**config.mk**
```make
export PLATFORM = sky130hd
export DESIGN_NAME = reg_writeback_arbiter_flat
export DESIGN_NICKNAME = d
export VERILOG_FILES = /design/src/rtl/reg_writeback_arbiter_if.sv /design/src/rtl/reg_writeback_arbiter.sv /design/src/flat_wrapper.sv
export SDC_FILE = /design/constraint.sdc
export NUM_CORES = 1
export LEC_CHECK = 0
export ABC_CLOCK_PERIOD_IN_PS = 3830
export BUFFER_PORTS_ARGS = -buffer_cell sky130_fd_sc_hd__buf_2
export CORE_ASPECT_RATIO = 0.75
export CORE_UTILIZATION = 53
export CTS_CLUSTER_SIZE = 30
export DETAILED_ROUTE_END_ITERATION = 10
export PLACE_DENSITY = 0.85
export SLEW_MARGIN = 25
export SYNTH_ARGS = -nofsm -noshare
export SYNTH_HDL_FRONTEND = slang
export SYNTH_SLANG_ARGS = --single-unit
export TNS_END_PERCENT = 50
```
**constraint.sdc**
```tcl
create_clock -name CLK -period 3.83 [get_ports CLK]
set_input_delay 0.766 -clock CLK [delete_from_list [all_inputs] [get_ports CLK]]
set_output_delay 0.766 -clock CLK [all_outputs]
set_load 0.005 [all_outputs]
```
**src/rtl/reg_writeback_arbiter_if.sv**
```systemverilog
// Writeback bundle between the irq/ALU/load sources, decode hazard queries and the register-file write port.
interface reg_writeback_arbiter_if #(
    parameter int REG_BITS = 5,
    parameter int BITS     = 16
);
    logic                irq_valid;
    logic [BITS-1:0]     irq_data;
    logic                irq_ready;
    logic                alu_valid;
    logic [REG_BITS-1:0] alu_reg;
    logic [BITS-1:0]     alu_data;
    logic                alu_ready;
    logic                load_valid;
    logic [REG_BITS-1:0] load_reg;
    logic [BITS-1:0]     load_data;
    logic                load_ready;
    logic [REG_BITS-1:0] query_reg_a;
    logic [REG_BITS-1:0] query_reg_b;
    logic                query_hit_a;
    logic                query_hit_b;
    logic [REG_BITS-1:0] regIn;
    logic [BITS-1:0]     regIn_data;

    modport master (
        output irq_valid, irq_data, alu_valid, alu_reg, alu_data,
               load_valid, load_reg, load_data, query_reg_a, query_reg_b,
        input  irq_ready, alu_ready, load_ready, query_hit_a, query_hit_b,
               regIn, regIn_data
    );

    modport slave (
        input  irq_valid, irq_data, alu_valid, alu_reg, alu_data,
               load_valid, load_reg, load_data, query_reg_a, query_reg_b,
        output irq_ready, alu_ready, load_ready, query_hit_a, query_hit_b,
               regIn, regIn_data
    );
endinterface

```
**src/rtl/reg_writeback_arbiter.sv**
```systemverilog
// Register-file write-port arbiter: irq > alu > buffered loads (loads force-granted after STARVE_MAX denials); 1-cycle grant-to-write,
// loads back-pressured by load_ready when the FIFO is full. WB_PERF_COUNT_EN adds load_stall_cnt/force_cnt counters.
module reg_writeback_arbiter #(
    parameter int REG_BITS   = 5,
    parameter int BITS       = 16,
    parameter int NULL_REG   = 31,
    parameter int FIFO_DEPTH = 2,
    parameter int STARVE_MAX = 3
) (
    input  logic                   CLK,
    input  logic                   RSTb,
    reg_writeback_arbiter_if.slave wb
`ifdef WB_PERF_COUNT_EN
    ,
    output logic [15:0]            load_stall_cnt,
    output logic [15:0]            force_cnt
`endif
);
    localparam int PTR_W = (FIFO_DEPTH > 1) ? $clog2(FIFO_DEPTH) : 1;
    localparam int CNT_W = $clog2(FIFO_DEPTH + 1);
    localparam int ST_W  = $clog2(STARVE_MAX + 1);
    localparam logic [REG_BITS-1:0] IRQ_REG  = REG_BITS'(14);
    localparam logic [REG_BITS-1:0] NULL_IDX = REG_BITS'(NULL_REG);

    logic [REG_BITS-1:0] fifo_reg_q  [FIFO_DEPTH];
    logic [REG_BITS-1:0] fifo_reg_d  [FIFO_DEPTH];
    logic [BITS-1:0]     fifo_data_q [FIFO_DEPTH];
    logic [BITS-1:0]     fifo_data_d [FIFO_DEPTH];
    logic [PTR_W-1:0]    rd_ptr_q, rd_ptr_d, wr_ptr_q, wr_ptr_d, q_idx;
    logic [CNT_W-1:0]    count_q, count_d;
    logic [ST_W-1:0]     starve_q, starve_d;
    logic [REG_BITS-1:0] regin_q, regin_d;
    logic [BITS-1:0]     regin_data_q, regin_data_d;
    logic fifo_empty, fifo_full, force_gnt, irq_gnt, alu_gnt, fifo_gnt, push;
    logic hit_a, hit_b;

    always_comb begin
        fifo_empty = (count_q == '0);
        fifo_full  = (count_q == CNT_W'(FIFO_DEPTH));
        force_gnt  = !fifo_empty && (starve_q == ST_W'(STARVE_MAX));
        irq_gnt    = RSTb && !force_gnt && wb.irq_valid;
        alu_gnt    = RSTb && !force_gnt && !wb.irq_valid && wb.alu_valid;
        fifo_gnt   = RSTb && !fifo_empty && (force_gnt || (!wb.irq_valid && !wb.alu_valid));
        // A full FIFO still accepts when its head leaves in the same cycle.
        push       = RSTb && wb.load_valid && (!fifo_full || fifo_gnt);
    end

    assign wb.irq_ready   = irq_gnt;
    assign wb.alu_ready   = alu_gnt;
    assign wb.load_ready  = RSTb && (!fifo_full || fifo_gnt);
    assign wb.query_hit_a = hit_a;
    assign wb.query_hit_b = hit_b;
    assign wb.regIn       = regin_q;
    assign wb.regIn_data  = regin_data_q;

    always_comb begin
        regin_d      = NULL_IDX;
        regin_data_d = '0;
        if (irq_gnt) begin
            regin_d      = IRQ_REG;
            regin_data_d = wb.irq_data;
        end else if (alu_gnt) begin
            regin_d      = wb.alu_reg;
            regin_data_d = wb.alu_data;
        end else if (fifo_gnt) begin
            regin_d      = fifo_reg_q[rd_ptr_q];
            regin_data_d = fifo_data_q[rd_ptr_q];
        end

        fifo_reg_d  = fifo_reg_q;
        fifo_data_d = fifo_data_q;
        if (push) begin
            fifo_reg_d[wr_ptr_q]  = wb.load_reg;
            fifo_data_d[wr_ptr_q] = wb.load_data;
        end
        rd_ptr_d = rd_ptr_q + PTR_W'(fifo_gnt);
        wr_ptr_d = wr_ptr_q + PTR_W'(push);
        count_d  = count_q + CNT_W'(push) - CNT_W'(fifo_gnt);

        if (fifo_empty || fifo_gnt)
            starve_d = '0;
        else if (starve_q != ST_W'(STARVE_MAX))
            starve_d = starve_q + ST_W'(1);
        else
            starve_d = starve_q;
    end

    // The entry popped this cycle is covered by the register-file bypass, so it no longer counts as pending.
    always_comb begin
        hit_a = 1'b0;
        hit_b = 1'b0;
        q_idx = rd_ptr_q;
        for (int i = 0; i < FIFO_DEPTH; i++) begin
            q_idx = rd_ptr_q + PTR_W'(i);
            if ((CNT_W'(i) < count_q) && !((i == 0) && fifo_gnt)) begin
                if (fifo_reg_q[q_idx] == wb.query_reg_a) hit_a = 1'b1;
                if (fifo_reg_q[q_idx] == wb.query_reg_b) hit_b = 1'b1;
            end
        end
    end

    always_ff @(posedge CLK) begin
        if (!RSTb) begin
            rd_ptr_q     <= '0;
            wr_ptr_q     <= '0;
            count_q      <= '0;
            starve_q     <= '0;
            regin_q      <= NULL_IDX;
            regin_data_q <= '0;
        end else begin
            rd_ptr_q     <= rd_ptr_d;
            wr_ptr_q     <= wr_ptr_d;
            count_q      <= count_d;
            starve_q     <= starve_d;
            regin_q      <= regin_d;
            regin_data_q <= regin_data_d;
        end
    end

    always_ff @(posedge CLK) begin
        fifo_reg_q  <= fifo_reg_d;
        fifo_data_q <= fifo_data_d;
    end

`ifdef WB_PERF_COUNT_EN
    logic [15:0] load_stall_q, load_stall_d, force_q, force_d;

    always_comb begin
        load_stall_d = load_stall_q;
        force_d      = force_q;
        if (!fifo_empty && !fifo_gnt && (load_stall_q != 16'hFFFF))
            load_stall_d = load_stall_q + 16'd1;
        if (force_gnt && RSTb && (force_q != 16'hFFFF))
            force_d = force_q + 16'd1;
    end

    always_ff @(posedge CLK) begin
        if (!RSTb) begin
            load_stall_q <= '0;
            force_q      <= '0;
        end else begin
            load_stall_q <= load_stall_d;
            force_q      <= force_d;
        end
    end

    assign load_stall_cnt = load_stall_q;
    assign force_cnt      = force_q;
`endif
endmodule

```
**src/flat_wrapper.sv**
```systemverilog
// flat-port wrapper written by rule: the top's interface ports become plain ports
module reg_writeback_arbiter_flat 
#(
    parameter int REG_BITS   = 5,
    parameter int BITS       = 16,
    parameter int NULL_REG   = 31,
    parameter int FIFO_DEPTH = 2,
    parameter int STARVE_MAX = 3
)
  (CLK, RSTb, wb_irq_valid, wb_irq_data, wb_alu_valid, wb_alu_reg, wb_alu_data, wb_load_valid, wb_load_reg, wb_load_data, wb_query_reg_a, wb_query_reg_b, wb_irq_ready, wb_alu_ready, wb_load_ready, wb_query_hit_a, wb_query_hit_b, wb_regIn, wb_regIn_data);
  reg_writeback_arbiter_if #(.REG_BITS(REG_BITS), .BITS(BITS)) wb_i ();
  input  logic CLK;
  input  logic RSTb;
  input wire logic [$bits(wb_i.irq_valid)-1:0] wb_irq_valid;
  input wire logic [$bits(wb_i.irq_data)-1:0] wb_irq_data;
  input wire logic [$bits(wb_i.alu_valid)-1:0] wb_alu_valid;
  input wire logic [$bits(wb_i.alu_reg)-1:0] wb_alu_reg;
  input wire logic [$bits(wb_i.alu_data)-1:0] wb_alu_data;
  input wire logic [$bits(wb_i.load_valid)-1:0] wb_load_valid;
  input wire logic [$bits(wb_i.load_reg)-1:0] wb_load_reg;
  input wire logic [$bits(wb_i.load_data)-1:0] wb_load_data;
  input wire logic [$bits(wb_i.query_reg_a)-1:0] wb_query_reg_a;
  input wire logic [$bits(wb_i.query_reg_b)-1:0] wb_query_reg_b;
  output wire logic [$bits(wb_i.irq_ready)-1:0] wb_irq_ready;
  output wire logic [$bits(wb_i.alu_ready)-1:0] wb_alu_ready;
  output wire logic [$bits(wb_i.load_ready)-1:0] wb_load_ready;
  output wire logic [$bits(wb_i.query_hit_a)-1:0] wb_query_hit_a;
  output wire logic [$bits(wb_i.query_hit_b)-1:0] wb_query_hit_b;
  output wire logic [$bits(wb_i.regIn)-1:0] wb_regIn;
  output wire logic [$bits(wb_i.regIn_data)-1:0] wb_regIn_data;
  assign wb_i.irq_valid = wb_irq_valid;
  assign wb_i.irq_data = wb_irq_data;
  assign wb_i.alu_valid = wb_alu_valid;
  assign wb_i.alu_reg = wb_alu_reg;
  assign wb_i.alu_data = wb_alu_data;
  assign wb_i.load_valid = wb_load_valid;
  assign wb_i.load_reg = wb_load_reg;
  assign wb_i.load_data = wb_load_data;
  assign wb_i.query_reg_a = wb_query_reg_a;
  assign wb_i.query_reg_b = wb_query_reg_b;
  assign wb_irq_ready = wb_i.irq_ready;
  assign wb_alu_ready = wb_i.alu_ready;
  assign wb_load_ready = wb_i.load_ready;
  assign wb_query_hit_a = wb_i.query_hit_a;
  assign wb_query_hit_b = wb_i.query_hit_b;
  assign wb_regIn = wb_i.regIn;
  assign wb_regIn_data = wb_i.regIn_data;
  reg_writeback_arbiter #(.REG_BITS(REG_BITS), .BITS(BITS), .NULL_REG(NULL_REG), .FIFO_DEPTH(FIFO_DEPTH), .STARVE_MAX(STARVE_MAX)) u_core (.CLK(CLK), .RSTb(RSTb), .wb(wb_i));
endmodule
```
# After elaboration in Yosys (flattened, before gate mapping)
# Cells that the tools add are included.
[word_totals] inputBits=73 latchBits=0 rom_bits=0 n_memories=0 reg_bits=69 mem_bits_rw=0
[op_classes] reduce_logical=25 mux=29 eq_ne=7 mul=0 n_bitwise=4 div=0 shifts=0 order_cmp=6 n_addsub=6
[ops] cell="$mux 16" count=7
[ops] cell="$mux 5" count=10
[ops] cell="$bwmux 32" count=1
[ops] cell="$eq 5x5->1" count=4
[ops] cell="$demux 16 s1" count=1
[ops] cell="$logic_and 1x1->1" count=13
[ops] cell="$bwmux 10" count=1
[ops] cell="$mux 1" count=8
[ops] cell="$ge 2x2->1 const B" count=3
[ops] cell="$logic_not 1->1" count=6
[ops] cell="$not 1->2" count=3
[ops] cell="$demux 5 s1" count=1
[ops] cell="$eq 2x2->1 const B" count=2
[ops] cell="$lt 1x2->1 const A" count=2
[ops] cell="$reduce_or 2->1" count=2
[ops] cell="$logic_or 1x1->1" count=3
[ops] cell="$add 1x1->1" count=2
[ops] cell="$add 2x1->2" count=1
[ops] cell="$add 2x1->2 const B" count=1
[ops] cell="$logic_not 2->1" count=1
[ops] cell="$lt 2x1->1 const B" count=1
[ops] cell="$ne 2x2->1 const B" count=1
[ops] cell="$sub 2x1->2" count=1
[ops] cell="$add 1x1->1 const B" count=1
[ops] cell="$not 1->1" count=1

# Logic depth before layout (Yosys ltp)
[logic_depth] depth_word=10 ltp_mapped=7

# Worst setup path after synthesis
# No wires, ideal clock.
[synth_timing] kind="input to register" startpoint="input port wb_irq_valid" endpoint="register u_core.fifo_data_q[16] (netlist name) (enable)" t_arrival_ps=1892 n_path_buf=0 path_slack_ps=1558 cell_stages=5 required_ps=3451 setup_time_ps=379 path_cell_list="o21ba_2 nand2_1 o21a_1 and2_1 ha_1"
[synth_via] elab_chain_len=6
[synth_rtl] item="start, declared" line_no="flat_wrapper.sv:14" text="input wire logic [$bits(wb_i.irq_valid)-1:0] wb_irq_valid;"
[synth_rtl] item="$logic_not 1->1" line_no="reg_writeback_arbiter.sv:43" text="fifo_gnt = RSTb && !fifo_empty && (force_gnt || (!wb.irq_valid && !wb.alu_valid));"
[synth_rtl] item="$logic_and 1x1->1" line_no="reg_writeback_arbiter.sv:43"
[synth_rtl] item="$logic_or 1x1->1" line_no="reg_writeback_arbiter.sv:43"
[synth_rtl] item="$logic_and 1x1->1" line_no="reg_writeback_arbiter.sv:43"
[synth_rtl] item="$logic_or 1x1->1" line_no="reg_writeback_arbiter.sv:45" text="push = RSTb && wb.load_valid && (!fifo_full || fifo_gnt);"
[synth_rtl] item="$logic_and 1x1->1" line_no="reg_writeback_arbiter.sv:45"
[synth_rtl] item="end signal, assigned" line_no="reg_writeback_arbiter.sv:122" text="fifo_data_q <= fifo_data_d;"
[synth_rtl] item="end, declared" line_no="reg_writeback_arbiter.sv:27" text="logic [BITS-1:0] fifo_data_q [FIFO_DEPTH];"
# No other way between the ends.
# A chain may end at the register's enable or synchronous reset.

# Worst setup path after layout
[layout_timing] startpoint="register u_core.rd_ptr_q" endpoint="output port wb_query_hit_a"
[layout_via] elab_chain_len=9 word_cells_on_any_way=15 classes_between="add/sub: 1; eq/ne: 2; mux: 10; bitwise: 2"
[layout_rtl] item="start, declared" line_no="reg_writeback_arbiter.sv:29" text="logic [PTR_W-1:0] rd_ptr_q, rd_ptr_d, wr_ptr_q, wr_ptr_d, q_idx;"
[layout_rtl] item="start signal, assigned" line_no="reg_writeback_arbiter.sv:111" text="rd_ptr_q <= rd_ptr_d;"
[layout_rtl] item="$not 1->2 (implied by the code)" line_no="reg_writeback_arbiter.sv:96" text="if (fifo_reg_q[q_idx] == wb.query_reg_a) hit_a = 1'b1;"
[layout_rtl] item="$mux 5 (implied by the code) (3 in series)" line_no="reg_writeback_arbiter.sv:96"
[layout_rtl] item="$eq 5x5->1" line_no="reg_writeback_arbiter.sv:96"
[layout_rtl] item="$mux 1" line_no="reg_writeback_arbiter.sv:96"
[layout_rtl] item="$mux 1" line_no="reg_writeback_arbiter.sv:95" text="if ((CNT_W'(i) < count_q) && !((i == 0) && fifo_gnt)) begin"
[layout_rtl] item="$mux 1" line_no="reg_writeback_arbiter.sv:96"
[layout_rtl] item="$mux 1 *" line_no="reg_writeback_arbiter.sv:95"
[layout_rtl] item="end, declared" line_no="flat_wrapper.sv:27" text="output wire logic [$bits(wb_i.query_hit_a)-1:0] wb_query_hit_a;"
# Every way passes the cells marked *; elsewhere a longest branch is shown, timed or not. The select of a mux whose other input is x is not followed.

==> metrics.txt <==
post-CTS setup repair buffer count 0; total wire length a little over 6 mm; Post-Synthesis Cells between 200 and 250; worst setup margin ~720 ps; antenna fix cells 0; Via-to-Cell Ratio ~5.4; Layout fillers 370; routed via count ~2.1k; GPL Wtd Cong 0.911; most common cell after layout, fill and taps aside buf_2; Setup crit end kind output pin; Reg-to-Reg Start u_core.starve_q[0]; Worst Setup Path Type reg2out; hold_buf cts 0; min-delay worst type reg2reg; I/O Buffers 98; Seq/Total Area, Yosys 62.6%; Synth cell types 36; drt pass-1 iters 4; hold depth 1; final hold vios 0; syn avg cell area 13.6 um^2; Post-synth ARST share 0%; WP data arrival between 2000 and 2500 ps; Synth Cell Area ~2900 um^2; drt drc 0; Max Freq approximately 0.32 GHz; synth warn 0; maximum vdd ir drop between 0.2 and 0.3 mV; GRT Util Overall 23.1%; global-route wire length before repair between 9 and 10 mm; H-tree depth 3; Site Rows 22; Core ar. 5060 um^2; die height 65.8 um; pre-CTS setup slack 1130 ps; GRT overflow 0; DR WL/cell about 16 um; Syn-to-layout area delta 25.7%; RSZ-0062 raised after global routing no; TritonCTS clock tree done; Skew-Pair Late Insertion Delay about 340 ps; pin count of the biggest net entering global routing 28; 1st-iter DRT viols 91; number of flops mapped to enable cells by yosys 42; final net count about 390; Worst-Margin Slew between 900 and 1000 ps; CTS Sinks approximately 70; hpwl dp 4.42 mm; total nets after synthesis about 290; outcome finished clean; CTS Buf Count 9; CTS Buffer Depth 2; CP startpoint kind flop; crit-path max FO 27; root buffer cell clkbuf_8; Yosys reg bits 69; Final period util around four fifths; Post-Route Setup TNS 0 ps; Critical path origin u_core.rd_ptr_q; Resize count post-CTS 0; most frequent cells in the layout buf_2, edfxtp_1, mux2i_1, dfxtp_1; Clock Pin Slew Worst Setup and Hold Paths 60 ps; fraction of layout cells with a size suffix above 1 between 30% and 40%; Leak 1.46 nW; number of max-cap violations 0; Initial Util a little under three fifths; worst rel slew slack about a third; Worst EP required 3060 ps; R2R cell count 5; initial antenna violation count 0; top_reg_cell synth edfxtp_1; Power Dens Cells about 450 nW/um^2; hold_sp u_core.starve_q[0]; Die ar. roughly 5700 um^2; final setup fails 0; Clock Skews 7.36 ps; final antenna-violating net count 0; Die Wd about 87 um; vias in the first global route around 2k; min Tclk post-route ~3100 ps; pins over their slew limit 0; io pins 99
worst max-delay path: stages, from the launching register on:
cell and delay (ps):
dfxtp_2 860, mux2i_1 460, xor2_1 240, nand4_1 110, o22ai_1 160, buf_2 140
cells by family (layout without fill, tap and decap cells):
family                     after synthesis  count (layout)  share of synthesized area, %
adders and majority gates                2               2                         0.870
buffers and inverters                   12             118                          2.96
DFF                                     69              69                          62.6
AOI/OAI and AO/OA                       35              35                          10.2
muxes                                   27              27                          9.40
and+or+nand+nor                         45              45                          7.57
xor gates and xnor gates                21              21                          6.39
Yosys cell counts, types with 3 or more instances:
cell	n	area, um^2
edfxtp_1	42	1260
mux2i_1	27	270
a21oi_1	3	15.0
nand4_1	4	25.0
buf_6	4	45.0
nand2_1	8	30.0
and2_1	3	18.8
xor2_1	20	175
buf_2	3	15.0
nor2_1	20	75.1
dfxtp_1	27	541
a2bb2oi_1	3	26.3
a221o_1	15	150
report_power, final:
group          internal (W)  total (W)  switching [W]
Combinational     0.0000773   0.000155      0.0000777
Clock              0.000380   0.000630       0.000251
Sequential         0.000825   0.000841      0.0000167
Total               0.00128    0.00163       0.000345
sequential cells by signal (all words and copies together), names as in the netlist:
signal	flops
u_core.count_q	2
u_core.fifo_data_q	32
u_core.fifo_reg_q	10
u_core.rd_ptr_q	1
u_core.starve_q	2
u_core.wb.regIn	5
u_core.wb.regIn_data	16
u_core.wr_ptr_q	1
worst paths after layout:
check,endpoint,slack [ps]
worst max-delay path,wb_query_hit_a,720
worst min-delay path,u_core.starve_q[0],440
worst min register to register,u_core.starve_q[0],440
worst max register to register,u_core.fifo_reg_q[3],1660
per-stage QoR:
stage	instances	hold WS [ps]	area [um^2]	util [%]	total power, W
finish	389	438	3620	71.4	0.00163
global placement	374	418	3400	67.2	0.00101
global route	389	456	3620	71.4	0.00168
detailed placement	374	429	3400	67.2	0.00101
CTS	389	438	3620	71.4	0.00163
floorplan	211	406	2880	-	0.000932
area by class of cell:
class | count | area, um^2 | area share, %
flip-flops and latches | 69 | 1800 | 49.9
multi-input cells | 130 | 990 | 27.4
repair buffers | 100 | 505 | 14.0
clock buffers | 11 | 141 | 3.91
well taps | 72 | 90.1 | 2.49
clock inverters | 4 | 72.6 | 2.01
inverters | 3 | 13.8 | 0.381
layer usage:
metal | GRT usage, % | wire length [um] | up-vias
met5 | 0 | 0 | -
met4 | 7.08 | 15 | 0
met3 | 7.87 | 575 | 2
met2 | 37.5 | 2920 | 112
met1 | 29.4 | 2720 | 988
li1 | - | - | 990
(Power assumes the default switching activity.)
